[src/rtl/proc_ctrl_pkg.sv]
// Shared types and constants for the processor run-control logic.
package proc_ctrl_pkg;

  localparam int unsigned CYCLE_W_DEFAULT = 16;

  // Instruction substituted in front of the decoder while the core is gated off.
  localparam logic [8:0] NOP_INSN = 9'b100000000;

  typedef enum logic [1:0] {
    StIdle,
    StArmed,
    StRun,
    StDone
  } run_state_t;

  function automatic logic [8:0] issue_insn(input logic run_en, input logic [8:0] insn);
    return run_en ? insn : NOP_INSN;
  endfunction

endpackage

[src/rtl/sat_counter.sv]
// Saturating up-counter with synchronous clear and a terminal-value compare flag.
module sat_counter #(
  parameter int unsigned      WIDTH        = 16,
  parameter bit               HAS_TERMINAL = 1'b1,
  parameter logic [WIDTH-1:0] TERMINAL     = '1
) (
  input  logic             clk,
  input  logic             reset,
  input  logic             clear,
  input  logic             enable,
  output logic [WIDTH-1:0] count,
  output logic             at_terminal
);

  logic [WIDTH-1:0] count_q;

  always_ff @(posedge clk or posedge reset) begin
    if (reset) begin
      count_q <= '0;
    end else if (clear) begin
      count_q <= '0;
    end else if (enable && (count_q != '1)) begin
      count_q <= count_q + 1'b1;
    end
  end

  assign count       = count_q;
  assign at_terminal = HAS_TERMINAL && (count_q == TERMINAL);

endmodule

[src/rtl/run_controller.sv]
// Run-sequencing FSM: start/ack handshake, core reset pulse, issue gating, cycle count.
// Optional run timeout is enabled by defining RUN_CTRL_TIMEOUT_EN.
module run_controller
  import proc_ctrl_pkg::*;
#(
  parameter int unsigned CYCLE_W        = CYCLE_W_DEFAULT,
  parameter int unsigned TIMEOUT_CYCLES = 4096
) (
  input  logic               clk,
  input  logic               reset,
  input  logic               start,
  input  logic               done_insn,
  output logic               run_en,
  output logic               core_rst,
  output logic               ack,
  output logic               timed_out,
  output logic [CYCLE_W-1:0] cycle_count
);

`ifdef RUN_CTRL_TIMEOUT_EN
  localparam bit TimeoutEn = 1'b1;
`else
  localparam bit TimeoutEn = 1'b0;
`endif

  // Compare against T-1 so the run ends with the count landing exactly on T.
  localparam logic [CYCLE_W-1:0] Terminal = CYCLE_W'(TIMEOUT_CYCLES - 1);

  run_state_t state_q, state_d;
  logic       at_terminal;
  logic       timeout_hit;

  assign timeout_hit = TimeoutEn && at_terminal;

  always_comb begin
    state_d = state_q;
    unique case (state_q)
      StIdle:  if (start) state_d = StArmed;
      StArmed: if (!start) state_d = StRun;
      StRun:   if (done_insn || timeout_hit) state_d = StDone;
      StDone:  if (start) state_d = StArmed;
      default: state_d = StIdle;
    endcase
  end

  always_ff @(posedge clk or posedge reset) begin
    if (reset) begin
      state_q   <= StIdle;
      run_en    <= 1'b0;
      core_rst  <= 1'b0;
      ack       <= 1'b0;
      timed_out <= 1'b0;
    end else begin
      state_q  <= state_d;
      run_en   <= (state_d == StRun);
      core_rst <= (state_d == StArmed);
      ack      <= (state_d == StDone);
      if (state_d == StArmed) begin
        timed_out <= 1'b0;
      end else if ((state_q == StRun) && !done_insn && timeout_hit) begin
        timed_out <= 1'b1;
      end
    end
  end

  // Clear on entry to ARMED so the count reads 0 for the whole reset pulse.
  sat_counter #(
    .WIDTH        (CYCLE_W),
    .HAS_TERMINAL (TimeoutEn),
    .TERMINAL     (Terminal)
  ) u_cycle_ctr (
    .clk         (clk),
    .reset       (reset),
    .clear       (state_d == StArmed),
    .enable      (state_q == StRun),
    .count       (cycle_count),
    .at_terminal (at_terminal)
  );

endmodule

[config.mk]
export PLATFORM = sky130hd
export DESIGN_NAME = run_controller
export DESIGN_NICKNAME = d
export VERILOG_FILES = /design/src/rtl/proc_ctrl_pkg.sv /design/src/rtl/sat_counter.sv /design/src/rtl/run_controller.sv
export SDC_FILE = /design/constraint.sdc
export NUM_CORES = 1
export LEC_CHECK = 0
export ABC_AREA = 1
export CORE_ASPECT_RATIO = 0.8
export CORE_MARGIN = 4
export CORE_UTILIZATION = 35
export CTS_CLUSTER_SIZE = 10
export DETAILED_ROUTE_END_ITERATION = 6
export GPL_ROUTABILITY_DRIVEN = 1
export GPL_TIMING_DRIVEN = 0
export PLACE_DENSITY = 0.58
export SLEW_MARGIN = 10
export SYNTH_ARGS = -nofsm -noshare
export SYNTH_HDL_FRONTEND = slang
export SYNTH_HIERARCHICAL = 1
export SYNTH_SLANG_ARGS = --single-unit
[constraint.sdc]
create_clock -name clk -period 1.78 [get_ports clk]
set_input_delay 0.534 -clock clk [delete_from_list [all_inputs] [get_ports clk]]
set_output_delay 0.534 -clock clk [all_outputs]
set_load 0.05 [all_outputs]
## After elaboration in Yosys (flattened, before gate mapping)

Cells that the tools add are included.

- Flip-flop bits (word level): 21
- Input bits: 4
- Output and inout bits: 20
- Word-level logic and storage cells: 23

- Add/sub/neg operators: 1
- Eq/ne operators: 7
- Muxes and demuxes: 6
- Reductions and logical operators: 4

Operators with widths:

| cell | count |
|---|---|
| $mux 16 | 2 |
| $add 16x1->16 const B | 1 |
| $ne 16x16->1 const B | 1 |
| $eq 2x2->1 const B | 4 |
| $mux 2 | 3 |
| $pmux 2 s3 | 1 |
| $eq 2x1->1 const B | 2 |
| $logic_not 2->1 | 1 |
| $reduce_bool 2->1 | 1 |
| $reduce_or 2->1 | 1 |
| $logic_and 1x1->1 | 1 |

## Longest topological paths before layout

Gate-level depths: netlist of the first run.

- Word-level depth: 5
- Gate-level depth with buffers: 13
- Gate-level depth less buffers: 13

## By module

The synthesis of the first run kept the hierarchy.

By module, submodules not included:

| module | times used | cells each | area an instance (um^2) | sequential area each (um^2) |
|---|---|---|---|---|
| sat_counter | 1 | 161 | 1094.8 | 400.4 |
| run_controller | 1 | 37 | 279.0 | 125.1 |

## Least setup slack after synthesis of the first run

No wires, ideal clock.

- Kind: reg2reg
- Start point: register u_cycle_ctr.count_q[1], in the netlist u_cycle_ctr/count[1]
- End point: register u_cycle_ctr.count_q[11], in the netlist u_cycle_ctr/count[11]
- Setup time: 0.066 ns
- Arrival: 1.837 ns
- Required time: 1.714 ns
- Slack: -0.124 ns
- Stages on the path, launching flop included: 11
- Buffers on the path: 1
- Clock period less this slack: 1.904 ns
- Cells stage by stage: dfrtp_1 > ha_1 > nand2_2 > nor2_8 > nand2_4 > nor2_4 > nor2_2 > nor2_4 > buf_6 > nand2_1 > nand2_1

- Word-level cells in the longest chain between the ends: 3
- Elaborated cells between the ends (all ways): 6
- Classes of those cells: add/sub: 1; eq/ne: 1; mux: 2; reduce/logical: 2

RTL lines:

| item | line | text |
|---|---|---|
| from (decl) | sat_counter.sv:15 | `logic [WIDTH-1:0] count_q;` |
| from (signal assigned) | sat_counter.sv:23 | `count_q <= count_q + 1'b1;` |
| $add 16x1->16 or $ne 16x16->1 (tied branches) | sat_counter.sv:23, sat_counter.sv:22 |  |
| $mux 16 or $logic_and 1x1->1 (tied branches) | sat_counter.sv:22 | `end else if (enable && (count_q != '1)) begin` |
| $mux 16 or $reduce_bool 2->1 (tied branches) | n/a |  |

Parallel ways exist; a longest one is shown, timed or not. The select of a mux whose other input is x is not followed.
A chain may end at the register's enable or synchronous reset.

## Worst setup path in the final report of the first run

- Start point: register u_cycle_ctr.count_q[9], in the netlist u_cycle_ctr/count[9]
- End point: output port cycle_count[9]

RTL lines:

| item | line | text |
|---|---|---|
| to (decl) | run_controller.sv:17 | `output logic [CYCLE_W-1:0] cycle_count` |

No word-level cell between the ends.

==> run_summary.xml, run 1 <==
<?xml version="1.0" encoding="UTF-8"?>
<metrics>
  <group name="critical_path">
    <metric name="worstSetupEndpointType" unit="">primary output</metric>
    <metric name="category_of_cells_accounting_for_the_largest_share_of_critical_path_delay" unit="">buffers and inverters</metric>
    <metric name="critPathArrivalTime" unit="ps">1190</metric>
    <metric name="slowest_delay" unit="ps">520</metric>
    <metric name="timing.setup.critical_path_class" unit="">reg -&gt; out</metric>
    <metric name="cp_num_buf_inv" unit="">1</metric>
    <metric name="worstPathCellList" unit="">clkdlybuf4s15_1</metric>
    <metric name="worst-path-max-fanout" unit="">5</metric>
    <metric name="worst_ep_required_time" unit="ps">1250</metric>
    <metric name="setup.worst_path.start_class" unit="">flop</metric>
    <metric name="critical-path-slowest-cell" unit="">sky130_fd_sc_hd__clkdlybuf4s15_1</metric>
  </group>
  <group name="floorplanning">
    <metric name="die_height" unit="microns">63.8</metric>
    <metric name="top_level_ports" unit="">24</metric>
    <metric name="die-area" unit="sq um">4960</metric>
    <metric name="floorplan.rows" unit="">19</metric>
    <metric name="starting_density_of_the_core" unit="%">38.0</metric>
    <metric name="core_region_area" unit="sq um">3590</metric>
    <metric name="floorplan.die.width" unit="microns">77.8</metric>
  </group>
  <group name="detailed_routing">
    <metric name="vias" unit="">1312</metric>
    <metric name="drt.antenna.violating_nets" unit="">0</metric>
    <metric name="per_cell_via_count_in_the_routed_design" unit="">4.65</metric>
    <metric name="routedWlPerCell" unit="microns">12.2</metric>
    <metric name="firstDrtPassIters" unit="">4</metric>
    <metric name="routed_wirelength" unit="microns">3430</metric>
    <metric name="initialDrtViolationCount" unit="">127</metric>
    <metric name="drcViolationCount" unit="">0</metric>
  </group>
  <group name="cells_and_area">
    <metric name="final_core_utilization" unit="%">50.9</metric>
    <metric name="area.growth.synth_to_final" unit="%">34.1</metric>
    <metric name="highest_count_cells_in_the_layout_ignoring_fill_and_taps" unit="">71 x sky130_fd_sc_hd__nand2_1, 22 x sky130_fd_sc_hd__inv_1, 19 x sky130_fd_sc_hd__nor2_1</metric>
    <metric name="layout_commonest_cell" unit="">sky130_fd_sc_hd__nand2_1</metric>
    <metric name="instances_no_fill" unit="">282</metric>
    <metric name="finalNetCount" unit="">238</metric>
    <metric name="post_route_cells_drive_above_1_share" unit="%">21.3</metric>
    <metric name="number_of_diodes" unit="">0</metric>
  </group>
  <group name="placement">
    <metric name="gp_congestion" unit="">0.848</metric>
    <metric name="placement.io_buffers" unit="">22</metric>
    <metric name="post-place-cells" unit="">270</metric>
    <metric name="dp_hpwl" unit="microns">2460</metric>
  </group>
  <group name="global_routing">
    <metric name="grtUsageTotal" unit="%">14.4</metric>
    <metric name="grt_pass1_vias" unit="">1204</metric>
    <metric name="grt_pass1_wl" unit="microns">5780</metric>
    <metric name="antenna_found_initial" unit="">0</metric>
    <metric name="gr-total-overflow" unit="">0</metric>
    <metric name="grt_start_max_net_pins" unit="">17</metric>
  </group>
  <group name="worst_hold_path">
    <metric name="timing.hold.worst.class" unit="">in -&gt; async</metric>
  </group>
  <group name="logic_synthesis">
    <metric name="yosys_warning_count" unit="">6</metric>
    <metric name="synthCells" unit="">196</metric>
    <metric name="synth_nets" unit="">203</metric>
    <metric name="post_synth_instance_area" unit="sq um">1360</metric>
    <metric name="post_synth.cell_area_avg" unit="sq um">6.95</metric>
  </group>
  <group name="timing">
    <metric name="rsz0062_at_grt" unit="">no</metric>
    <metric name="skew" unit="ps">2.44</metric>
    <metric name="setup-violations-final" unit="">0</metric>
    <metric name="post-route-period-util" unit="%">97.0</metric>
    <metric name="hold_viol_final" unit="">0</metric>
    <metric name="timing_max_transition_violations_final" unit="">0</metric>
    <metric name="max_clock_freq" unit="MHz">579</metric>
    <metric name="worst_pin_slew" unit="ps">667</metric>
    <metric name="relative_slew_margins" unit="%">55.5</metric>
    <metric name="post-route-min-period" unit="ps">1730</metric>
  </group>
  <group name="clock_tree">
    <metric name="cts_clock_pin_slew_for_the_worst_setup_and_hold_paths" unit="ps">80</metric>
    <metric name="cts_max_path_buffers" unit="">2</metric>
    <metric name="htree_levels" unit="">1</metric>
    <metric name="cts-buffers-inserted" unit="">3</metric>
    <metric name="cts_root_buf" unit="">sky130_fd_sc_hd__clkbuf_8</metric>
    <metric name="cts_sinks" unit="">21</metric>
    <metric name="clock_insertion_delay_worst_skew" unit="ps">270</metric>
    <metric name="tritoncts_clock_tree" unit="">yes</metric>
    <metric name="hold_fix_buffer_count_after_cts" unit="">0</metric>
  </group>
  <group name="pwr">
    <metric name="sw_frac_of_total" unit="%">46.8</metric>
    <metric name="power.density" unit="nW/um^2">1480</metric>
    <metric name="internal_power" unit="mW">1.44</metric>
    <metric name="lkg_pwr" unit="nW">0.961</metric>
    <metric name="pwr-share-clk" unit="%">12.1</metric>
    <metric name="p_switching" unit="mW">1.26</metric>
    <metric name="combPwrFrac" unit="%">63.6</metric>
    <metric name="irDropWorstVdd" unit="V">0.000688</metric>
    <metric name="post-layout-total-power" unit="mW">2.70</metric>
    <metric name="seqPwrFrac" unit="%">24.4</metric>
  </group>
  <group name="run">
    <metric name="timing.max_cap.violations" unit="">0</metric>
  </group>
  <group name="run_status">
    <metric name="run_status" unit="">finished, final reports clean</metric>
  </group>
</metrics>
## power groups by stage
stage | Clock, mW | Combinational [mW] | Sequential [mW]
detailed placement | 0 | 1.23 | 0.653
floorplan | 0 | 0.676 | 0.840
global route | 0.357 | 1.87 | 0.673
CTS | 0.337 | 1.32 | 0.642
global placement | 0 | 1.22 | 0.654
finish | 0.326 | 1.72 | 0.658
## stage by stage
stage / worst slack, ps / TNS (ps) / instance area [sq um] / hold WS (ps)
after floorplan: 27.2 / 0 / 1370 / 313
after global placement: -674 / -8490 / 1650 / 518
after detailed placement: -668 / -8330 / 1650 / 518
after CTS: 0.749 / 0 / 1730 / 507
after global routing: 10.3 / 0 / 1830 / 529
final: 53.7 / 0 / 1830 / 509
## routing by layer
metal  vias up  wire length (microns)  GRT usage (%)
li1        680                      -              -
met1       601                   1800           20.9
met2        26                   1410           22.2
met3         5                    194           3.37
met4         0                     18           2.00
met5         -                      0              0
## cell type report
cell class	instances	area (sq um)
clock buffer	3	41.3
multi-input combinational	143	744
clock inverter	1	5.00
sequential	21	529
inverter	28	115
fill	359	1760
buffer	4	41.3
timing repair buffer	30	285
tap	52	65.1
## registers in the layout (all words and copies together) (netlist names)
| register | cells |
|---|---|
| state_q | 2 |
| run_en | 1 |
| ack | 1 |
| core_rst | 1 |
| u_cycle_ctr/count | 16 |
## worst register-to-register path, cell delays in order (launching register included)
cell and delay, ps:
sky130_fd_sc_hd__dfrtp_2 420, sky130_fd_sc_hd__inv_2 70, sky130_fd_sc_hd__ha_4 260, sky130_fd_sc_hd__inv_1 30
sky130_fd_sc_hd__nor2_1 80, sky130_fd_sc_hd__nand2_1 70, sky130_fd_sc_hd__nand3_2 80, sky130_fd_sc_hd__nand2_1 90
sky130_fd_sc_hd__inv_4 130, sky130_fd_sc_hd__inv_8 60, sky130_fd_sc_hd__clkbuf_16 150, sky130_fd_sc_hd__nand4_1 90
sky130_fd_sc_hd__nand2_1 50
## path summary, 6_finish.rpt
kind                                      start                    end  slack (ps)  depth (start not counted)
setup reg to reg                     state_q[0]  u_cycle_ctr/count[12]         110                         12
hold / removal                            reset             state_q[1]         510                          2
hold reg to reg            u_cycle_ctr/count[0]   u_cycle_ctr/count[0]         530                          2
max in group asynchronous                 reset   u_cycle_ctr/count[0]         620                          2
setup / recovery           u_cycle_ctr/count[9]         cycle_count[9]          50                          1
min in group clk           u_cycle_ctr/count[0]   u_cycle_ctr/count[0]         530                          2
## repair_timing
item	in CTS	in global routing
endpoints found under the hold margin	0	0
resized for setup	42	27
gates cloned	0	1
pin swaps	1	4
setup buffers	3	4
endpoints found under the setup margin	34	25
Note: power is estimated with default switching activity, not from simulation.
==> inputs of run 2 (changes only) <==
--- a/config.mk
+++ b/config.mk
@@ -9,11 +9,12 @@
 export CORE_ASPECT_RATIO = 0.8
 export CORE_MARGIN = 4
 export CORE_UTILIZATION = 35
+export CTS_CLUSTER_DIAMETER = 40
 export CTS_CLUSTER_SIZE = 10
 export DETAILED_ROUTE_END_ITERATION = 6
 export GPL_ROUTABILITY_DRIVEN = 1
 export GPL_TIMING_DRIVEN = 0
-export PLACE_DENSITY = 0.58
+export PLACE_DENSITY = 0.7
 export SLEW_MARGIN = 10
 export SYNTH_ARGS = -nofsm -noshare
 export SYNTH_HDL_FRONTEND = slang
==> run 2 against run 1 <==
Clock skew down 0.99 ps. Utilization down 0.21 points. Global-route usage fell by 0.61 points. Total power decreased by 1.8%. Largest power group unchanged. Critical path depth is the same. Clock-buffer cell count rose by 1.
==> run_summary.xml, run 2 (same netlist as run 1, synthesis figures left out) <==
<?xml version="1.0" encoding="UTF-8"?>
<metrics>
  <group name="critical_path">
    <metric name="timing.setup.critical_path_class" unit="">reg -&gt; out</metric>
    <metric name="r2r_setup_slack" unit="ps">80</metric>
    <metric name="category_of_cells_accounting_for_the_largest_share_of_critical_path_delay" unit="">buffers and inverters</metric>
    <metric name="r2r_end" unit="">u_cycle_ctr/count[13]</metric>
    <metric name="worstPathCellList" unit="">clkdlybuf4s15_1</metric>
    <metric name="critPathArrivalTime" unit="ps">1190</metric>
    <metric name="slowest_delay" unit="ps">520</metric>
    <metric name="critical_path_depth" unit="">1</metric>
    <metric name="cp_num_buf_inv" unit="">1</metric>
    <metric name="number_of_cells_traversed_by_the_worst_register_to_register_path" unit="">10</metric>
    <metric name="worst-path-max-fanout" unit="">5</metric>
    <metric name="cp-startpoint" unit="">u_cycle_ctr/count[0]</metric>
    <metric name="setup.worst_path.end" unit="">cycle_count[0]</metric>
    <metric name="setup.worst_path.start_class" unit="">flop</metric>
    <metric name="critical-path-slowest-cell" unit="">sky130_fd_sc_hd__clkdlybuf4s15_1</metric>
    <metric name="crit-reg2reg-launch" unit="">u_cycle_ctr/count[0]</metric>
    <metric name="worstSetupEndpointType" unit="">primary output</metric>
    <metric name="worst_ep_required_time" unit="ps">1250</metric>
  </group>
  <group name="cells_and_area">
    <metric name="finalNetCount" unit="">240</metric>
    <metric name="highest_count_cells_in_the_layout_ignoring_fill_and_taps" unit="">71 x sky130_fd_sc_hd__nand2_1, 22 x sky130_fd_sc_hd__inv_1, 19 x sky130_fd_sc_hd__dfrtp_1</metric>
    <metric name="fillers" unit="">364</metric>
    <metric name="layout_commonest_cell" unit="">sky130_fd_sc_hd__nand2_1</metric>
    <metric name="number_of_diodes" unit="">0</metric>
    <metric name="area_used_by_multi_input_combinational_logic" unit="sq um">752</metric>
    <metric name="largest_register_ff_count" unit="">16</metric>
    <metric name="finish.instance_area" unit="sq um">1820</metric>
    <metric name="area.growth.synth_to_final" unit="%">33.5</metric>
    <metric name="instances_no_fill" unit="">284</metric>
    <metric name="post_route_cells_drive_above_1_share" unit="%">22.0</metric>
    <metric name="area.sequential" unit="sq um">528</metric>
  </group>
  <group name="pwr">
    <metric name="lkg_pwr" unit="nW">0.969</metric>
    <metric name="power.density" unit="nW/um^2">1460</metric>
    <metric name="irDropWorstVdd" unit="V">0.000471</metric>
    <metric name="post-layout-total-power" unit="mW">2.65</metric>
  </group>
  <group name="detailed_routing">
    <metric name="routed_wirelength" unit="microns">3520</metric>
    <metric name="routedWlPerCell" unit="microns">12.4</metric>
    <metric name="drt.antenna.violating_nets" unit="">0</metric>
    <metric name="drcViolationCount" unit="">0</metric>
    <metric name="initialDrtViolationCount" unit="">126</metric>
    <metric name="per_cell_via_count_in_the_routed_design" unit="">4.76</metric>
    <metric name="vias" unit="">1352</metric>
    <metric name="firstDrtPassIters" unit="">4</metric>
  </group>
  <group name="placement">
    <metric name="post-place-cells" unit="">270</metric>
    <metric name="dp_hpwl" unit="microns">2460</metric>
    <metric name="placement.cell_area" unit="sq um">1650</metric>
    <metric name="gp_congestion" unit="">0.886</metric>
    <metric name="placement.io_buffers" unit="">22</metric>
  </group>
  <group name="global_routing">
    <metric name="grt_pass1_vias" unit="">1220</metric>
    <metric name="antenna_found_initial" unit="">0</metric>
    <metric name="grt_pass1_wl" unit="microns">5560</metric>
    <metric name="grt_start_max_net_pins" unit="">17</metric>
    <metric name="grtUsageTotal" unit="%">13.8</metric>
    <metric name="gr-total-overflow" unit="">0</metric>
  </group>
  <group name="clock_tree">
    <metric name="cts_clock_pin_slew_for_the_worst_setup_and_hold_paths" unit="ps">70</metric>
    <metric name="tritoncts_clock_tree" unit="">yes</metric>
    <metric name="htree_levels" unit="">1</metric>
    <metric name="cts-buffers-inserted" unit="">3</metric>
    <metric name="cts_max_path_buffers" unit="">2</metric>
    <metric name="clock_insertion_delay_worst_skew" unit="ps">260</metric>
    <metric name="cts_root_buf" unit="">sky130_fd_sc_hd__clkbuf_8</metric>
    <metric name="hold_fix_buffer_count_after_cts" unit="">0</metric>
    <metric name="cts_sinks" unit="">21</metric>
  </group>
  <group name="timing">
    <metric name="post-route-period-util" unit="%">96.9</metric>
    <metric name="max_clock_freq" unit="MHz">580</metric>
    <metric name="setup-violations-final" unit="">0</metric>
    <metric name="skew" unit="ps">1.46</metric>
    <metric name="relative_slew_margins" unit="%">58.6</metric>
    <metric name="post-route-min-period" unit="ps">1730</metric>
    <metric name="timing_max_transition_violations_final" unit="">0</metric>
    <metric name="worst_pin_slew" unit="ps">620</metric>
    <metric name="hold_viol_final" unit="">0</metric>
  </group>
  <group name="floorplanning">
    <metric name="core_region_area" unit="sq um">3590</metric>
    <metric name="top_level_ports" unit="">24</metric>
    <metric name="die_height" unit="microns">63.8</metric>
    <metric name="starting_density_of_the_core" unit="%">38.0</metric>
    <metric name="floorplan.rows" unit="">19</metric>
    <metric name="die-area" unit="sq um">4960</metric>
    <metric name="floorplan.die.width" unit="microns">77.8</metric>
  </group>
  <group name="run_status">
    <metric name="run_status" unit="">finished, final reports clean</metric>
  </group>
  <group name="worst_hold_path">
    <metric name="timing.hold.worst.class" unit="">in -&gt; async</metric>
  </group>
  <group name="run">
    <metric name="timing.max_cap.violations" unit="">0</metric>
  </group>
</metrics>
-- run 2: cell types whose count changed in the layout (fill, tap and decap cells not counted), moves of 2 or more --
| cell | previous run | this run |
|---|---|---|
| sky130_fd_sc_hd__clkdlybuf4s15_1 | 5 | 3 |
| sky130_fd_sc_hd__clkbuf_2 | 4 | 8 |
| sky130_fd_sc_hd__buf_4 | 8 | 10 |
| sky130_fd_sc_hd__clkdlybuf4s15_2 | 7 | 4 |
-- run 2: metrics by stage --
stage	setup WS [ps]	hold WS [ps]	setup TNS, ps	utilization [%]
CTS	1.62	505	0	47.6
finish	54.9	503	0	50.7
global placement	-632	515	-7470	46.0
floorplan	27.2	313	0	-
detailed placement	-663	529	-7940	46.0
global route	-27.8	535	-242	50.7
-- run 2: cell type report --
class                   count  share of cell area, %
clock buffers               4                   2.48
multi-input cells         143                   41.3
well taps                  52                   3.58
flip-flops and latches     21                   29.0
plain buffers               4                   2.27
inverters                  28                   6.33
repair buffers             32                   15.0
-- run 2: worst min path at each step --
stage | endpoint | cells after the start | start
floorplan | ack | 1 | reset
global placement | u_cycle_ctr/count[0] | 2 | u_cycle_ctr/count[0]
detailed placement | u_cycle_ctr/count[1] | 2 | u_cycle_ctr/count[1]
CTS | ack | 2 | reset
global route | state_q[1] | 2 | reset
finish | state_q[1] | 2 | reset
-- run 2: what timing repair did --
| action | in CTS | in global routing |
|---|---|---|
| cloned | 0 | 1 |
| gates resized for setup | 38 | 31 |
| endpoints found under the setup margin | 31 | 27 |
| pin swaps | 0 | 5 |
| setup buffers | 2 | 7 |
-- run 2: report_power, final --
group / total [mW] / internal [mW] / switching [mW]
clock network: 0.309 / 0.159 / 0.150
logic: 1.69 / 0.683 / 1.00
registers: 0.657 / 0.567 / 0.0902
-- run 2: routing by layer --
metal	vias to the layer above	global-route usage (%)	part of all wire, %
li1	682	-	-
met1	638	19.7	50
met2	30	21.2	46
met3	2	3.09	3.4
met4	0	3.33	0.82
met5	-	0	0
==> inputs of run 3 (changes only) <==
--- a/config.mk
+++ b/config.mk
@@ -20,3 +20,4 @@
 export SYNTH_HDL_FRONTEND = slang
 export SYNTH_HIERARCHICAL = 1
 export SYNTH_SLANG_ARGS = --single-unit
+export TNS_END_PERCENT = 5
==> run 3 against run 2 <==
Total power is 12% lower. Clock power barely moved. Die area unchanged. Hold slack worse by 2.9 ps. Clock skew barely moved. Critical path depth is the same. Cell count down 2.1%. Critical endpoint is now cycle_count[1].
==> run_summary.xml, run 3 (same netlist as run 1, synthesis figures left out) <==
<?xml version="1.0" encoding="UTF-8"?>
<metrics>
  <group name="critical_path">
    <metric name="worstSetupEndpointType" unit="">primary output</metric>
    <metric name="worst_ep_required_time" unit="ps">1250</metric>
    <metric name="cp_num_buf_inv" unit="">1</metric>
    <metric name="timing.setup.critical_path_class" unit="">reg -&gt; out</metric>
    <metric name="worst-path-max-fanout" unit="">5</metric>
    <metric name="critPathArrivalTime" unit="ps">1190</metric>
    <metric name="slowest_delay" unit="ps">530</metric>
    <metric name="category_of_cells_accounting_for_the_largest_share_of_critical_path_delay" unit="">buffers and inverters</metric>
    <metric name="worstPathCellList" unit="">dlygate4sd2_1</metric>
    <metric name="critical-path-slowest-cell" unit="">sky130_fd_sc_hd__dlygate4sd2_1</metric>
    <metric name="setup.worst_path.start_class" unit="">flop</metric>
  </group>
  <group name="clock_tree">
    <metric name="hold_fix_buffer_count_after_cts" unit="">0</metric>
    <metric name="htree_levels" unit="">1</metric>
    <metric name="cts_max_path_buffers" unit="">2</metric>
    <metric name="cts_sinks" unit="">21</metric>
    <metric name="cts_clock_pin_slew_for_the_worst_setup_and_hold_paths" unit="ps">70</metric>
    <metric name="clock_insertion_delay_worst_skew" unit="ps">260</metric>
    <metric name="cts_root_buf" unit="">sky130_fd_sc_hd__clkbuf_8</metric>
    <metric name="cts-buffers-inserted" unit="">3</metric>
    <metric name="tritoncts_clock_tree" unit="">yes</metric>
  </group>
  <group name="floorplanning">
    <metric name="die_height" unit="microns">63.8</metric>
    <metric name="floorplan.rows" unit="">19</metric>
    <metric name="die-area" unit="sq um">4960</metric>
    <metric name="starting_density_of_the_core" unit="%">38.0</metric>
    <metric name="top_level_ports" unit="">24</metric>
    <metric name="floorplan.die.width" unit="microns">77.8</metric>
    <metric name="core_region_area" unit="sq um">3590</metric>
  </group>
  <group name="cells_and_area">
    <metric name="highest_count_cells_in_the_layout_ignoring_fill_and_taps" unit="">72 x sky130_fd_sc_hd__nand2_1, 22 x sky130_fd_sc_hd__inv_1, 19 x sky130_fd_sc_hd__nor2_1, 19 x sky130_fd_sc_hd__dfrtp_1, 15 x sky130_fd_sc_hd__nand3_1</metric>
    <metric name="layout_commonest_cell" unit="">sky130_fd_sc_hd__nand2_1</metric>
    <metric name="final_core_utilization" unit="%">48.1</metric>
    <metric name="post_route_cells_drive_above_1_share" unit="%">19.5</metric>
    <metric name="largest_register_ff_count" unit="">16</metric>
    <metric name="area.growth.synth_to_final" unit="%">26.8</metric>
    <metric name="fillers" unit="">379</metric>
    <metric name="finish.instance_area" unit="sq um">1730</metric>
    <metric name="finalNetCount" unit="">234</metric>
    <metric name="number_of_diodes" unit="">0</metric>
  </group>
  <group name="placement">
    <metric name="gp_congestion" unit="">0.886</metric>
    <metric name="placement.cell_area" unit="sq um">1650</metric>
    <metric name="placement.io_buffers" unit="">22</metric>
    <metric name="place_worst_setup_slack" unit="ps">-663</metric>
    <metric name="dp_hpwl" unit="microns">2460</metric>
  </group>
  <group name="global_routing">
    <metric name="gr-total-overflow" unit="">0</metric>
    <metric name="antenna_found_initial" unit="">0</metric>
    <metric name="grt_start_max_net_pins" unit="">17</metric>
    <metric name="grt_pass1_wl" unit="microns">5550</metric>
    <metric name="grt_pass1_vias" unit="">1209</metric>
    <metric name="grtUsageTotal" unit="%">13.8</metric>
  </group>
  <group name="detailed_routing">
    <metric name="drt.antenna.violating_nets" unit="">0</metric>
    <metric name="vias" unit="">1316</metric>
    <metric name="firstDrtPassIters" unit="">4</metric>
    <metric name="initialDrtViolationCount" unit="">94</metric>
    <metric name="routed_wirelength" unit="microns">3210</metric>
    <metric name="drcViolationCount" unit="">0</metric>
    <metric name="per_cell_via_count_in_the_routed_design" unit="">4.73</metric>
    <metric name="routedWlPerCell" unit="microns">11.5</metric>
  </group>
  <group name="timing">
    <metric name="post-route-period-util" unit="%">96.9</metric>
    <metric name="hold_viol_final" unit="">0</metric>
    <metric name="max_clock_freq" unit="MHz">580</metric>
    <metric name="fin_ws" unit="ps">55.1</metric>
    <metric name="rsz0062_at_grt" unit="">yes</metric>
    <metric name="worst_pin_slew" unit="ps">609</metric>
    <metric name="timing_max_transition_violations_final" unit="">0</metric>
    <metric name="setup-violations-final" unit="">0</metric>
    <metric name="skew" unit="ps">1.21</metric>
    <metric name="relative_slew_margins" unit="%">59.3</metric>
    <metric name="post-route-min-period" unit="ps">1720</metric>
    <metric name="hold_slack" unit="ps">500</metric>
  </group>
  <group name="worst_hold_path">
    <metric name="timing.hold.worst.class" unit="">in -&gt; async</metric>
  </group>
  <group name="pwr">
    <metric name="lkg_pwr" unit="nW">0.921</metric>
    <metric name="power.density" unit="nW/um^2">1350</metric>
    <metric name="post-layout-total-power" unit="mW">2.33</metric>
    <metric name="irDropWorstVdd" unit="V">0.000394</metric>
  </group>
  <group name="run">
    <metric name="timing.max_cap.violations" unit="">0</metric>
  </group>
  <group name="run_status">
    <metric name="run_status" unit="">finished, final reports clean</metric>
  </group>
</metrics>
run 3: worst paths after layout:
| path | from | endpoint | slack, ps | depth (start not counted) |
|---|---|---|---|---|
| max in group asynchronous | reset | u_cycle_ctr/count[0] | 680 | 2 |
| min in group clk | u_cycle_ctr/count[1] | u_cycle_ctr/count[1] | 540 | 2 |
| hold reg to reg | u_cycle_ctr/count[1] | u_cycle_ctr/count[1] | 540 | 2 |
| hold / removal | reset | state_q[1] | 500 | 2 |
| setup / recovery | u_cycle_ctr/count[1] | cycle_count[1] | 60 | 1 |
| setup reg to reg | state_q[1] | u_cycle_ctr/count[12] | 90 | 11 |
run 3: through the flow:
| stage | cells | setup TNS, ps |
|---|---|---|
| finish | 278 | 0 |
| floorplan | 196 | 0 |
| global route | 278 | -103 |
| global placement | 270 | -7470 |
| detailed placement | 270 | -7940 |
| CTS | 274 | -46.9 |
run 3: what timing repair did:
action	in CTS	in global routing
resized for setup	37	25
gates cloned	0	0
endpoints found under the hold margin	0	0
setup buffers	0	4
pin swaps	0	2
endpoints found under the setup margin	31	26
run 3: report_power, final:
group	internal, mW	switching [mW]
Clock	0.159	0.149
Sequential	0.567	0.0808
Combinational	0.490	0.888
run 3: cell type report:
class,count,area (sq um),share of cell area (%)
Tap cell,52,65.1,3.77
Clock buffer,4,45.0,2.61
Sequential cell,21,528,30.6
Timing Repair Buffer,26,210,12.2
Multi-Input combinational cell,143,734,42.5
Buffer,4,37.5,2.17
Inverter,28,108,6.23
run 3: metal layers:
layer | share of wire (%) | up-vias | global-route usage (%) | wire length [microns]
met2 | 44 | 35 | 20.9 | 1410
met4 | 0.90 | 0 | 3.33 | 29
met3 | 5.5 | 2 | 3.09 | 178
li1 | - | 671 | - | -
met1 | 50 | 608 | 19.9 | 1600
met5 | 0 | - | 0 | 0
==> variant, RTL diff (flow settings as in run 3) <==
Set the package constant `CYCLE_W_DEFAULT` to 12 (it was 16).
--- a/src/rtl/proc_ctrl_pkg.sv
+++ b/src/rtl/proc_ctrl_pkg.sv
@@ -1,7 +1,7 @@
 // Shared types and constants for the processor run-control logic.
 package proc_ctrl_pkg;
 
-  localparam int unsigned CYCLE_W_DEFAULT = 16;
+  localparam int unsigned CYCLE_W_DEFAULT = 12;
 
   // Instruction substituted in front of the decoder while the core is gated off.
   localparam logic [8:0] NOP_INSN = 9'b100000000;
Interface: changed (resized cycle_count); port bits go from 24 to 20. No check against the original RTL was run, so the function may have changed too.
==> variant against run 3 <==
  * Wire length is 13% lower
  * Setup slack worse by 0.0097 ns
  * Highest routed layer unchanged
  * Largest cell class unchanged
  * Sequential cell count is 4 lower
  * Power is 6.4% lower
  * Non-clock buffer count is 4 lower
  * Area after synthesis is 21% lower
  * Cell area is 18% lower
  * Worst hold slack worse by 0.010 ns
==> variant: results (changes against run 3) <==
status: finished clean
vias in the first global route: 966 (-20%)
detailed-route via count: 1056 (-20%)
met1 Use GR: 0.1702 (-0.02854)
Max VDD drop: 0.8798 mV (+120%)
Final HPWL DP: 1891 µm (-23%)
Pleak: 0.0006880 µW (-25%)
Crit-path slowest cell: dfrtp_1
first-pass GRT wire length: 4367 µm (-21%)
crit path DAT: 1.87 ns (+0.68 ns)
largest net degree at the start of global routing: 13 (-4)
Worst path max stage delay: 0.41 ns (-0.12 ns)
GPL Wtd Cong: 0.8604 (-2.8%)
clk_skew: 0.005893 ns (+0.004687 ns)
grt met2 use: 0.2140 (+0.004596)
fillers: 273 (-28%)
Routed wire per std cell: 12.80 µm (+11%)
layout cells sized above 1: 0.2011 (+0.006427)
Post-CTS Resized: 38 (+2.7%)
DRT iter0 DRCs: 43 (-54%)
Worst R2R Start: state_q[0]$_DFF_PP0_
wl on met1: 1289 µm (-19%)
Largest register FFs: 12 (-4)
PortBufs: 18 (-18%)
Nets: 187 (-20%)
Crit Path Max Fanout: 10 (+5)
Total GRT Usage: 0.1382 (+0.0004627)
Placed Area: 0.001297 mm² (-21%)
-- variant: power breakdown --
group          switching, µW  internal [µW]
Clock                    143            156
Combinational            841            479
Sequential              89.2            477
-- variant: final cells by class --
class | count | area [µm²] | share of cell area
Buffer | 2 | 22.52 | 0.01583
Sequential cell | 17 | 426.7 | 0.2999
Tap cell | 38 | 47.55 | 0.03342
Inverter | 25 | 96.34 | 0.06772
Timing Repair Buffer | 24 | 200.2 | 0.1407
Clock inverter | 1 | 5.005 | 0.003518
Multi-Input combinational cell | 107 | 583.1 | 0.4099
Clock buffer | 3 | 41.29 | 0.02902
-- variant: worst paths after layout --
kind	end	slack (ns)	depth (start not counted)
worst max-delay path	u_cycle_ctr/count[8]$_DFFE_PP0P_	0.05	12
worst min-delay path	ack$_DFF_PP0_	0.49	2
worst max register to register	u_cycle_ctr/count[8]$_DFFE_PP0P_	0.05	12
worst min register to register	u_cycle_ctr/count[0]$_DFFE_PP0P_	0.59	2
max in group asynchronous	u_cycle_ctr/count[4]$_DFFE_PP0P_	0.82	2
min in group clk	u_cycle_ctr/count[0]$_DFFE_PP0P_	0.59	2
-- variant: worst max-delay path, delay by kind of cell, from the launching register on --
family | cells | cell delay [ns]
flip-flops | 1 | 0.41
buffers and inverters | 5 | 0.44
adder cells (fa/ha/maj) | 1 | 0.27
AND/OR/NAND/NOR | 5 | 0.41
AO/OA/AOI/OAI | 1 | 0.08
-- variant: metrics by stage --
stage                     total power [µW]  setup WS (ns)  cells  setup TNS [ns]
after floorplan                       1278        0.01494    151               0
after global placement                1522        -0.3410    207          -3.471
after detailed placement              1583        -0.5081    207          -5.265
after CTS                             1981       0.007476    211               0
after global routing                  2320       -0.03731    217         -0.1416
final                                 2184        0.04540    217               0
